--- config.mk ---
export PLATFORM = sky130hd
export DESIGN_NAME = gpr_writeback
export DESIGN_NICKNAME = d
export VERILOG_FILES = /design/src/rtl/gpr_writeback_pkg.sv /design/src/rtl/gpr_wb_arbiter.sv /design/src/rtl/gpr_writeback.sv
export SDC_FILE = /design/constraint.sdc
export NUM_CORES = 1
export LEC_CHECK = 0
export BUFFER_PORTS_ARGS = -buffer_cell sky130_fd_sc_hd__buf_2
export CAP_MARGIN = 10
export CORE_AREA = 2 2 82 84
export CTS_CLUSTER_DIAMETER = 40
export DETAILED_ROUTE_END_ITERATION = 8
export DIE_AREA = 0 0 84 86
export GPL_TIMING_DRIVEN = 0
export PLACE_DENSITY_LB_ADDON = 0.12
export SYNTH_ARGS = -nofsm -noshare
export SYNTH_HDL_FRONTEND = slang
export SYNTH_SLANG_ARGS = --single-unit
--- constraint.sdc ---
create_clock -name clk -period 1.9 [get_ports clk]
set_input_delay 0.095 -clock clk [delete_from_list [all_inputs] [get_ports clk]]
set_output_delay 0.095 -clock clk [all_outputs]
set_load 0.03 [all_outputs]
--- src/rtl/gpr_writeback_pkg.sv ---
// Shared CPU package: GPR geometry and the writeback request bundle.
// Imported by the writeback arbiter and the writeback top.
package gpr_writeback_pkg;

  localparam int REG_W  = 5;
  localparam int DATA_W = 32;

  localparam logic [REG_W-1:0] ZERO_REG = '0;

  typedef struct packed {
    logic [REG_W-1:0]  rd;
    logic [DATA_W-1:0] data;
  } wb_req_t;

endpackage

--- src/rtl/gpr_wb_arbiter.sv ---
// Two-source writeback arbiter: loads win by default, but a stalled
// ALU offer gains priority after STARVE_MAX refused cycles.
module gpr_wb_arbiter #(
  parameter int STARVE_MAX = 3
) (
  input  logic clk,
  input  logic rst_n,
  input  logic alu_valid,
  input  logic mem_valid,
  output logic alu_ready,
  output logic mem_ready
);

  localparam int CW =
    (STARVE_MAX < 1) ? 1 : $clog2(STARVE_MAX + 1);
  localparam logic [CW-1:0] CNT_MAX = CW'(STARVE_MAX);

  logic [CW-1:0] starve_cnt_q;
  logic [CW-1:0] starve_cnt_d;
  logic          alu_pri;

  always_comb begin
    alu_pri   = alu_valid && (starve_cnt_q == CNT_MAX);
    mem_ready = rst_n && mem_valid && !alu_pri;
    alu_ready = rst_n && alu_valid && !mem_ready;

    starve_cnt_d = starve_cnt_q;
    if (!alu_valid || alu_ready) begin
      starve_cnt_d = '0;
    end else if (starve_cnt_q != CNT_MAX) begin
      starve_cnt_d = starve_cnt_q + CW'(1);
    end
  end

  always_ff @(posedge clk or negedge rst_n) begin
    if (!rst_n) begin
      starve_cnt_q <= '0;
    end else begin
      starve_cnt_q <= starve_cnt_d;
    end
  end

endmodule

--- src/rtl/gpr_writeback.sv ---
// GPR writeback stage: arbitrates ALU/load results into one registered
// write port and bypasses the pending write to the read ports.
module gpr_writeback
  import gpr_writeback_pkg::*;
#(
  parameter int STARVE_MAX = 3
) (
  input  logic              clk,
  input  logic              rst_n,
  input  logic              alu_valid,
  input  logic [REG_W-1:0]  alu_rd,
  input  logic [DATA_W-1:0] alu_data,
  output logic              alu_ready,
  input  logic              mem_valid,
  input  logic [REG_W-1:0]  mem_rd,
  input  logic [DATA_W-1:0] mem_data,
  output logic              mem_ready,
  output logic              write_enable,
  output logic [REG_W-1:0]  addrC,
  output logic [DATA_W-1:0] data_in_C,
  input  logic [REG_W-1:0]  addrA,
  input  logic [REG_W-1:0]  addrB,
  output logic              fwd_a_hit,
  output logic              fwd_b_hit,
  output logic [DATA_W-1:0] fwd_a_data,
  output logic [DATA_W-1:0] fwd_b_data
);

  logic    we_q;
  logic    we_d;
  wb_req_t wb_q;
  wb_req_t wb_d;

  gpr_wb_arbiter #(
    .STARVE_MAX (STARVE_MAX)
  ) u_arb (
    .clk       (clk),
    .rst_n     (rst_n),
    .alu_valid (alu_valid),
    .mem_valid (mem_valid),
    .alu_ready (alu_ready),
    .mem_ready (mem_ready)
  );

  // Address and data hold when idle; only the enable drops.
  always_comb begin
    we_d = 1'b0;
    wb_d = wb_q;
    unique case (1'b1)
      mem_ready: begin
        wb_d = '{rd: mem_rd, data: mem_data};
        we_d = (mem_rd != ZERO_REG);
      end
      alu_ready: begin
        wb_d = '{rd: alu_rd, data: alu_data};
        we_d = (alu_rd != ZERO_REG);
      end
      default: ;
    endcase
  end

  always_ff @(posedge clk or negedge rst_n) begin
    if (!rst_n) begin
      we_q <= 1'b0;
      wb_q <= '0;
    end else begin
      we_q <= we_d;
      wb_q <= wb_d;
    end
  end

  assign write_enable = we_q;
  assign addrC        = wb_q.rd;
  assign data_in_C    = wb_q.data;

  assign fwd_a_hit  = we_q && (wb_q.rd == addrA) && (addrA != ZERO_REG);
  assign fwd_b_hit  = we_q && (wb_q.rd == addrB) && (addrB != ZERO_REG);
  assign fwd_a_data = wb_q.data;
  assign fwd_b_data = wb_q.data;

endmodule
---- Word-level counts from Yosys, hierarchy flattened ----
Index checks and enable logic that the tools add are counted.
storage, ports and cells
  bits in read-only memories .............. 0
  memories ................................ 0
  register bits ........................... 40
  RAM bits ................................ 0
  logic and storage cells ................. 32
  bits in latches ......................... 0
cells by class
  magnitude comparators ................... 0
  reductions and logical operators ........ 19
  shift-type cells ........................ 0
  muxes and demuxes ....................... 4
  bitwise operators ....................... 0
  equal/unequal tests ..................... 4
  divide/modulo/power cells ............... 0
  add/subtract/negate cells ............... 1
  $mul .................................... 0
operators by type and width
  operator                                     count
  case mux 37 bit (2 select lines)             1
  nonzero test 5 bit                           4
  equality test 5 bit                          2
  logical AND 1 bit                            9
  2-to-1 mux 2 bit                             2
  nonzero test 2 bit                           2
  zero test 1 bit                              3
  adder 2 x 1 -> 2 bit, second input constant  1
  equality test 2 bit, second input constant   1
  != test 2 bit, second input constant         1
  case mux 1 bit (2 select lines)              1
  logical OR 1 bit                             1

---- Longest topological paths before layout ----
Gate-level depths: netlist (run 1).
  depth after elaboration ................. 8
  gate-level depth with buffers ........... 5
  gate-level depth less buffers ........... 4

---- Hierarchy ----
A second synthesis (run 1) with hierarchy kept.
second synthesis, totals
  cells, all modules ...................... 264
  area, all modules ....................... 2507.4 µm²
modules (own cells, without submodules)
  module          sequential area each (µm²)  cells each  area each (µm²)  times used
  gpr_writeback   950.9                       250         2364.8           1
  gpr_wb_arbiter  50.0                        14          142.6            1

---- Least setup slack after synthesis (run 1) ----
OpenSTA, ideal clock, no wires.
  path type ............................... register to register
  start ................................... register u_arb.starve_cnt_q[0]
  end ..................................... register wb_q (netlist bit addrC[1])
  arrival ................................. 1.467 ns
  cell stages (with the launch flop) ...... 6
  setup slack ............................. 0.307 ns
  buffers on the path ..................... 1
  cells stage by stage .................... dfrtp_1 ha_1 and2b_4 nor2_8 buf_4 a221o_1
on the way
  longest elaborated chain between the ends .. 7
  elaborated cells on any way between the ends .. 8
  classes of those cells .................. eq/ne: 1; mux: 1; reduce/logical: 6
RTL lines
  element                                                                 line                  RTL
  start, declared                                                         gpr_wb_arbiter.sv:18  logic [CW-1:0] starve_cnt_q;
  start signal, assigned                                                  gpr_wb_arbiter.sv:39  starve_cnt_q <= starve_cnt_d;
  equality test 2 bit (*)                                                 gpr_wb_arbiter.sv:23  alu_pri = alu_valid && (starve_cnt_q == CNT_MAX);
  logical AND 1 bit (*)                                                   gpr_wb_arbiter.sv:23
  zero test 1 bit (*)                                                     gpr_wb_arbiter.sv:24  mem_ready = rst_n && mem_valid && !alu_pri;
  logical AND 1 bit (*)                                                   gpr_wb_arbiter.sv:24
  zero test 1 bit (*)                                                     gpr_wb_arbiter.sv:25  alu_ready = rst_n && alu_valid && !mem_ready;
  logical AND 1 bit (*)                                                   gpr_wb_arbiter.sv:25
  named net alu_ready                                                     gpr_writeback.sv:13   output logic alu_ready,
  case mux 37 bit (2 select lines) or nonzero test 2 bit (tied branches)  -
  end signal, assigned                                                    gpr_writeback.sv:68   wb_q <= wb_d;
  end, declared                                                           gpr_writeback.sv:31   wb_req_t wb_q;
The timed path passes the listed nets; every way through them passes the cells marked *.
A chain may end at the register's enable or synchronous reset.

---- Final worst setup path (run 1) ----
  start ................................... register u_arb.starve_cnt_q[0]
  end ..................................... output port alu_ready
on the way
  longest elaborated chain between the ends .. 6
RTL lines
  element              line
  equality test 2 bit  gpr_wb_arbiter.sv:23
  logical AND 1 bit    gpr_wb_arbiter.sv:23
  zero test 1 bit      gpr_wb_arbiter.sv:24
  logical AND 1 bit    gpr_wb_arbiter.sv:24
  zero test 1 bit      gpr_wb_arbiter.sv:25
  logical AND 1 bit    gpr_wb_arbiter.sv:25
  end, declared        gpr_writeback.sv:13
Every way passes these cells.

==> results of run 1 <==
[cell usage in the layout, fill, tap and decap left out, types with 4 or more instances in the layout]
master / n
buf_2: 197
buf_4: 66
dfrtp_1: 40
a221o_1: 35
and2_1: 27
and2_0: 10
xor2_1: 7
nand2_1: 6
clkbuf_8: 5
nor3_1: 4
[cell type report]
type	count	area share, %
Sequential cell	40	27.4
Timing Repair Buffer	195	27.4
Multi-Input combinational cell	119	25.2
Buffer	74	15.1
Tap cell	77	2.64
Clock buffer	6	1.99
Clock inverter	1	0.137
Inverter	1	0.103
[cell families after synthesis]
kind of cell | Yosys count | share of synthesized area [%]
AND/OR/NAND/NOR | 62 | 15.5
XOR/XNOR | 9 | 3.19
multiplexers | 2 | 0.912
buffers and inverters | 75 | 22.3
flip-flops | 40 | 40.5
AO/OA/AOI/OAI | 45 | 17.0
adder cells (fa/ha/maj) | 1 | 0.507
[sequential cells by signal, summed over array words and instances (netlist names)]
| name | flops |
|---|---|
| data_in_C | 32 |
| addrC | 5 |
| u_arb.starve_cnt_q | 2 |
| write_enable | 1 |
[critical path, cell delays in order (launching register included)]
cell and delay, ps:
dfrtp_1 390, ha_2 250, and2b_4 230, nor2_8 180, buf_6 170, clkbuf_4 190
[path summary, 6_finish.rpt]
path	start	depth (start not counted)	to
worst max-delay path	u_arb.starve_cnt_q[0]	5	alu_ready
worst max register to register	u_arb.starve_cnt_q[0]	5	data_in_C[21]
max in group asynchronous	rst_n	3	addrC[1]
min in group asynchronous	rst_n	3	data_in_C[30]
worst min-delay path	mem_data[18]	2	data_in_C[18]
worst min register to register	data_in_C[27]	2	data_in_C[27]
[stage by stage]
step                      util (%)  hold slack [ps]  instance area (um2)  setup WS, ps
after floorplan                  -             -201                 2470           307
after global placement        56.3              324                 3530          -200
after detailed placement      56.3              328                 3530          -220
after CTS                     58.1             24.5                 3640          37.2
after global routing          58.2             20.1                 3650          36.3
final                         58.2             33.8                 3650           116
[power by group through the flow]
stage                     Combinational (mW)  Sequential [mW]  Clock (mW)
after global placement                  1.56             1.10           0
after detailed placement                1.58             1.10           0
after global routing                    1.67             1.11       0.583
after CTS                               1.59             1.09       0.549
final                                   1.57             1.09       0.522
after floorplan                        0.908             1.30           0
[repair_timing]
action,4_1_cts,5_1_grt
endpoints found under the hold margin,40,0
resized for setup,2,2
hold buffers,2,0
endpoints found under the setup margin,1,1
gates cloned,0,0
[routing by layer]
layer | global-route usage [%] | vias up | part of all wire [%]
met1 | 23.9 | 1075 | 41
met5 | 0 | - | 0
met4 | 3.96 | 0 | 0.45
met3 | 5.10 | 2 | 8.7
met2 | 32.4 | 120 | 50
li1 | - | 1178 | -
==> flow_summary.json, run 1 <==
{
  "finalHoldViolCount": 0,
  "tns_ps": 0,
  "path_max_fanout": 10,
  "yosysTopAreaCell": "dfrtp_1",
  "vias_per_cell": 4.63,
  "dp_hpwl_um": 5360,
  "rrSetupSlack_ps": 290,
  "p_clk_share_pct": 16.4,
  "rows": 29,
  "cts_setup_buffers": 0,
  "design.portCount": 194,
  "clkSinkCount": 40,
  "yosysUniqueCellTypes": 33,
  "p_comb_share_pct": 49.4,
  "syn_nets": 323,
  "worstSetupStartpointType": "register",
  "die_h_um": 86,
  "synth_top_area_share_pct": 40.5,
  "ys_warn_count": 0,
  "slew_headroom_pct": 79.2,
  "syn_inst": 234,
  "p_per_area_mw_per_mm2": 870,
  "worstSetupPathType": "register to output pin",
  "syn_area_mm2": 0.00247,
  "grt_setup_unrepaired": "false",
  "coreArea_mm2": 0.00628,
  "clk_pin_slew_worst_paths_ps": 70,
  "fin_skew_ps": 4.43,
  "synth_common_cells": "buf_4 (66), dfrtp_1 (40), a221o_1 (35), and2_1 (27), and2_0 (10)",
  "nets": 525,
  "period_share_pct": 93.9,
  "synth-edff-count": 0,
  "drv_cap": 0,
  "ys.flop_type": "dfrtp_1",
  "fmax_mhz": 561,
  "postSynthAreaPerCell_um2": 10.6,
  "status": "completed",
  "power_leakage_nw": 2.07,
  "seq_area_mm2": 0.00100,
  "synth_area_leaders": "dfrtp_1 (41%), buf_4 (20%), a221o_1 (14%)",
  "crit_path_end_kind": "output pin",
  "intPower_mw": 1.86,
  "power.share.switching_pct": 41.4,
  "avgRoutedWirePerCell_um": 13.3,
  "n_antenna_cell": 0,
  "insertion_delay_ps": 280,
  "worstHoldPathType": "primary input to register",
  "ys_async_sr_fraction_pct": 100,
  "yosysSeqAreaShare_pct": 40.5,
  "place_inst": 504,
  "clockBufferDepth": 2,
  "dieArea_mm2": 0.00722,
  "port_buffers": 193,
  "h-tree-depth": 2,
  "wl_um": 6820,
  "post-route-min-period_ps": 1780,
  "pwr-share-seq_pct": 34.2,
  "drtIter0Drc": 61,
  "cts-root-buf": "clkbuf_8",
  "syn_to_final_growth_pct": 47.8,
  "start_util_pct": 39.3,
  "p_switching_mw": 1.32,
  "arrival_ps": 1690,
  "grt_pass1_vias": 2298,
  "numCtsBuffers": 5,
  "p_total_mw": 3.18,
  "die_x_um": 84,
  "worstMarginPinSlew_ps": 313,
  "finalNonFillerCells": 513,
  "finalSetupViolations": 0,
  "gp_congestion": 0.769,
  "multi_input_area_um2": 920,
  "drc": 0,
  "grt_pass1_wl_um": 10900,
  "cts_tree": "done",
  "vias": 2375,
  "overflow": 0,
  "antenna_found_initial": 0,
  "fill_cells": 552,
  "yosys_register_bits": 40,
  "grt_max_degree": 41,
  "track_usage_pct": 18.8,
  "required_ps": 1800,
  "vdd.ir_drop.worst_uv": 399,
  "yosysMostFrequentCell": "buf_4",
  "antenna_left": 0,
  "drv_slew": 0,
  "dr.pass1.iters": 4,
  "layout-drive-gt1-share_pct": 64.9
}
No activity file was read; power rests on OpenSTA's default activity.
==> run 2: changes to the inputs <==
Settings changed: CELL_PAD_IN_SITES_DETAIL_PLACEMENT set to 1, CELL_PAD_IN_SITES_GLOBAL_PLACEMENT set to 1, CORE_AREA 2 2 82 84 to 2 2 97 99, DIE_AREA 0 0 84 86 to 0 0 99 101.
==> flow_summary.json, run 2 (synthesized netlist as in run 1, its figures left out) <==
{
  "wl_um": 7960,
  "final_cell_mix": "buf_2 (198), buf_4 (66), dfrtp_1 (39)",
  "cts_tree": "done",
  "use_met3_pct": 3.19,
  "antenna_left": 0,
  "die_h_um": 101,
  "h-tree-depth": 2,
  "n_antenna_cell": 0,
  "largest_reg_flops": 32,
  "overflow": 0,
  "cpPeakStageDelay_ps": 410,
  "vias": 2429,
  "status": "completed",
  "critPathTopFamily": "simple AND/OR/NAND/NOR gates",
  "post-route-min-period_ps": 1780,
  "grt.met1_usage_pct": 19.9,
  "track_usage_pct": 15.2,
  "period_share_pct": 93.6,
  "fin_skew_ps": 6.82,
  "worstMarginPinSlew_ps": 325,
  "grt_setup_unrepaired": "false",
  "grt_max_degree": 41,
  "top_usage_layer": "met2",
  "drtIter0Drc": 52,
  "met2_usage_pct": 25.7,
  "worstHoldPathType": "primary input to register",
  "worstSetupPathType": "register to output pin",
  "clockBufferDepth": 2,
  "finalSetupViolations": 0,
  "syn_to_final_growth_pct": 50.8,
  "finalHoldViolCount": 0,
  "vdd.ir_drop.worst_uv": 303,
  "nets": 525,
  "p_per_area_mw_per_mm2": 880,
  "insertion_delay_ps": 290,
  "grt_pass1_vias": 2399,
  "clk_pin_slew_worst_paths_ps": 80,
  "antenna_found_initial": 0,
  "multi_input_area_um2": 930,
  "drc": 0,
  "cp_slowest_cell": "dfrtp_2",
  "die_x_um": 99,
  "fmax_mhz": 562,
  "tns_ps": 0,
  "clkSinkCount": 40,
  "finalCoreUtilization_pct": 41.5,
  "port_buffers": 193,
  "arrival_ps": 1680,
  "grt_pass1_wl_um": 12200,
  "slew_headroom_pct": 78.3,
  "cts-root-buf": "clkbuf_8",
  "layout-drive-gt1-share_pct": 65.4,
  "p_total_mw": 3.28,
  "gp_congestion": 0.807,
  "place_inst": 538,
  "fin_area_mm2": 0.00372,
  "required_ps": 1800,
  "avgRoutedWirePerCell_um": 14.5,
  "coreArea_mm2": 0.00898,
  "vias_per_cell": 4.43,
  "seq_area_mm2": 0.00100,
  "dieArea_mm2": 0.0100,
  "crit_path_end_kind": "output pin",
  "drv_cap": 0,
  "fill_cells": 1103,
  "power_leakage_nw": 2.08,
  "dp_hpwl_um": 6170,
  "dr.pass1.iters": 4,
  "worstSetupStartpointType": "register",
  "numCtsBuffers": 5,
  "start_util_pct": 27.5,
  "crit_buf_inv": 2,
  "placed_area_mm2": 0.00357,
  "rows": 35,
  "drv_slew": 0,
  "path_max_fanout": 10,
  "final_common_cell": "buf_2",
  "crit_chain": "ha_4 -> and2b_4 -> nor2_8 -> buf_6 -> buf_2",
  "design.portCount": 194,
  "finalNonFillerCells": 548
}
## run 2: area by class of cell
class | count | area share (%)
timing repair buffer | 195 | 27.0
sequential | 40 | 26.9
multi-input combinational | 119 | 25.0
buffer | 74 | 14.8
tap | 111 | 3.73
clock buffer | 6 | 2.22
clock inverter | 2 | 0.269
inverter | 1 | 0.101
## run 2: final timing paths
kind	from	end	slack, ps	depth (start not counted)
min	mem_data[5]	data_in_C[5]	20	2
max reg2reg	u_arb.starve_cnt_q[0]	data_in_C[25]	280	5
max	u_arb.starve_cnt_q[0]	alu_ready	120	5
min reg2reg	data_in_C[16]	data_in_C[16]	650	2
max in group asynchronous	rst_n	u_arb.starve_cnt_q[0]	1310	3
min in group asynchronous	rst_n	data_in_C[29]	390	3
## run 2: where the power goes
part | internal, mW | switching, mW
Clock | 0.290 | 0.309
Combinational | 0.650 | 0.937
Sequential | 0.964 | 0.127
Total | 1.90 | 1.37
## run 2: what timing repair did
item	CTS	global route
buffers inserted	0	0
endpoints found under the setup margin	3	1
hold buffers	2	0
gates resized for setup	3	2
endpoints found under the hold margin	40	0
## run 2: per-layer routing
layer  wire length [um]  vias to the layer above
li1                   -                     1173
met5                  0                        -
met4                 68                        0
met2               3870                      113
met1               3400                     1137
met3                622                        6
## run 2: worst reg2reg max path, stage by stage (launching register included)
cell	delay (ps)
dfrtp_2	450
ha_4	200
and2b_4	280
nor2_8	70
buf_2	200
a221o_1	310
## run 2: metrics by stage
step                hold WS [ps]  setup slack [ps]
finish                      24.8               122
global route                17.1              20.5
CTS                         14.9              8.03
detailed placement           329              -345
global placement             323              -289
floorplan                   -201               307
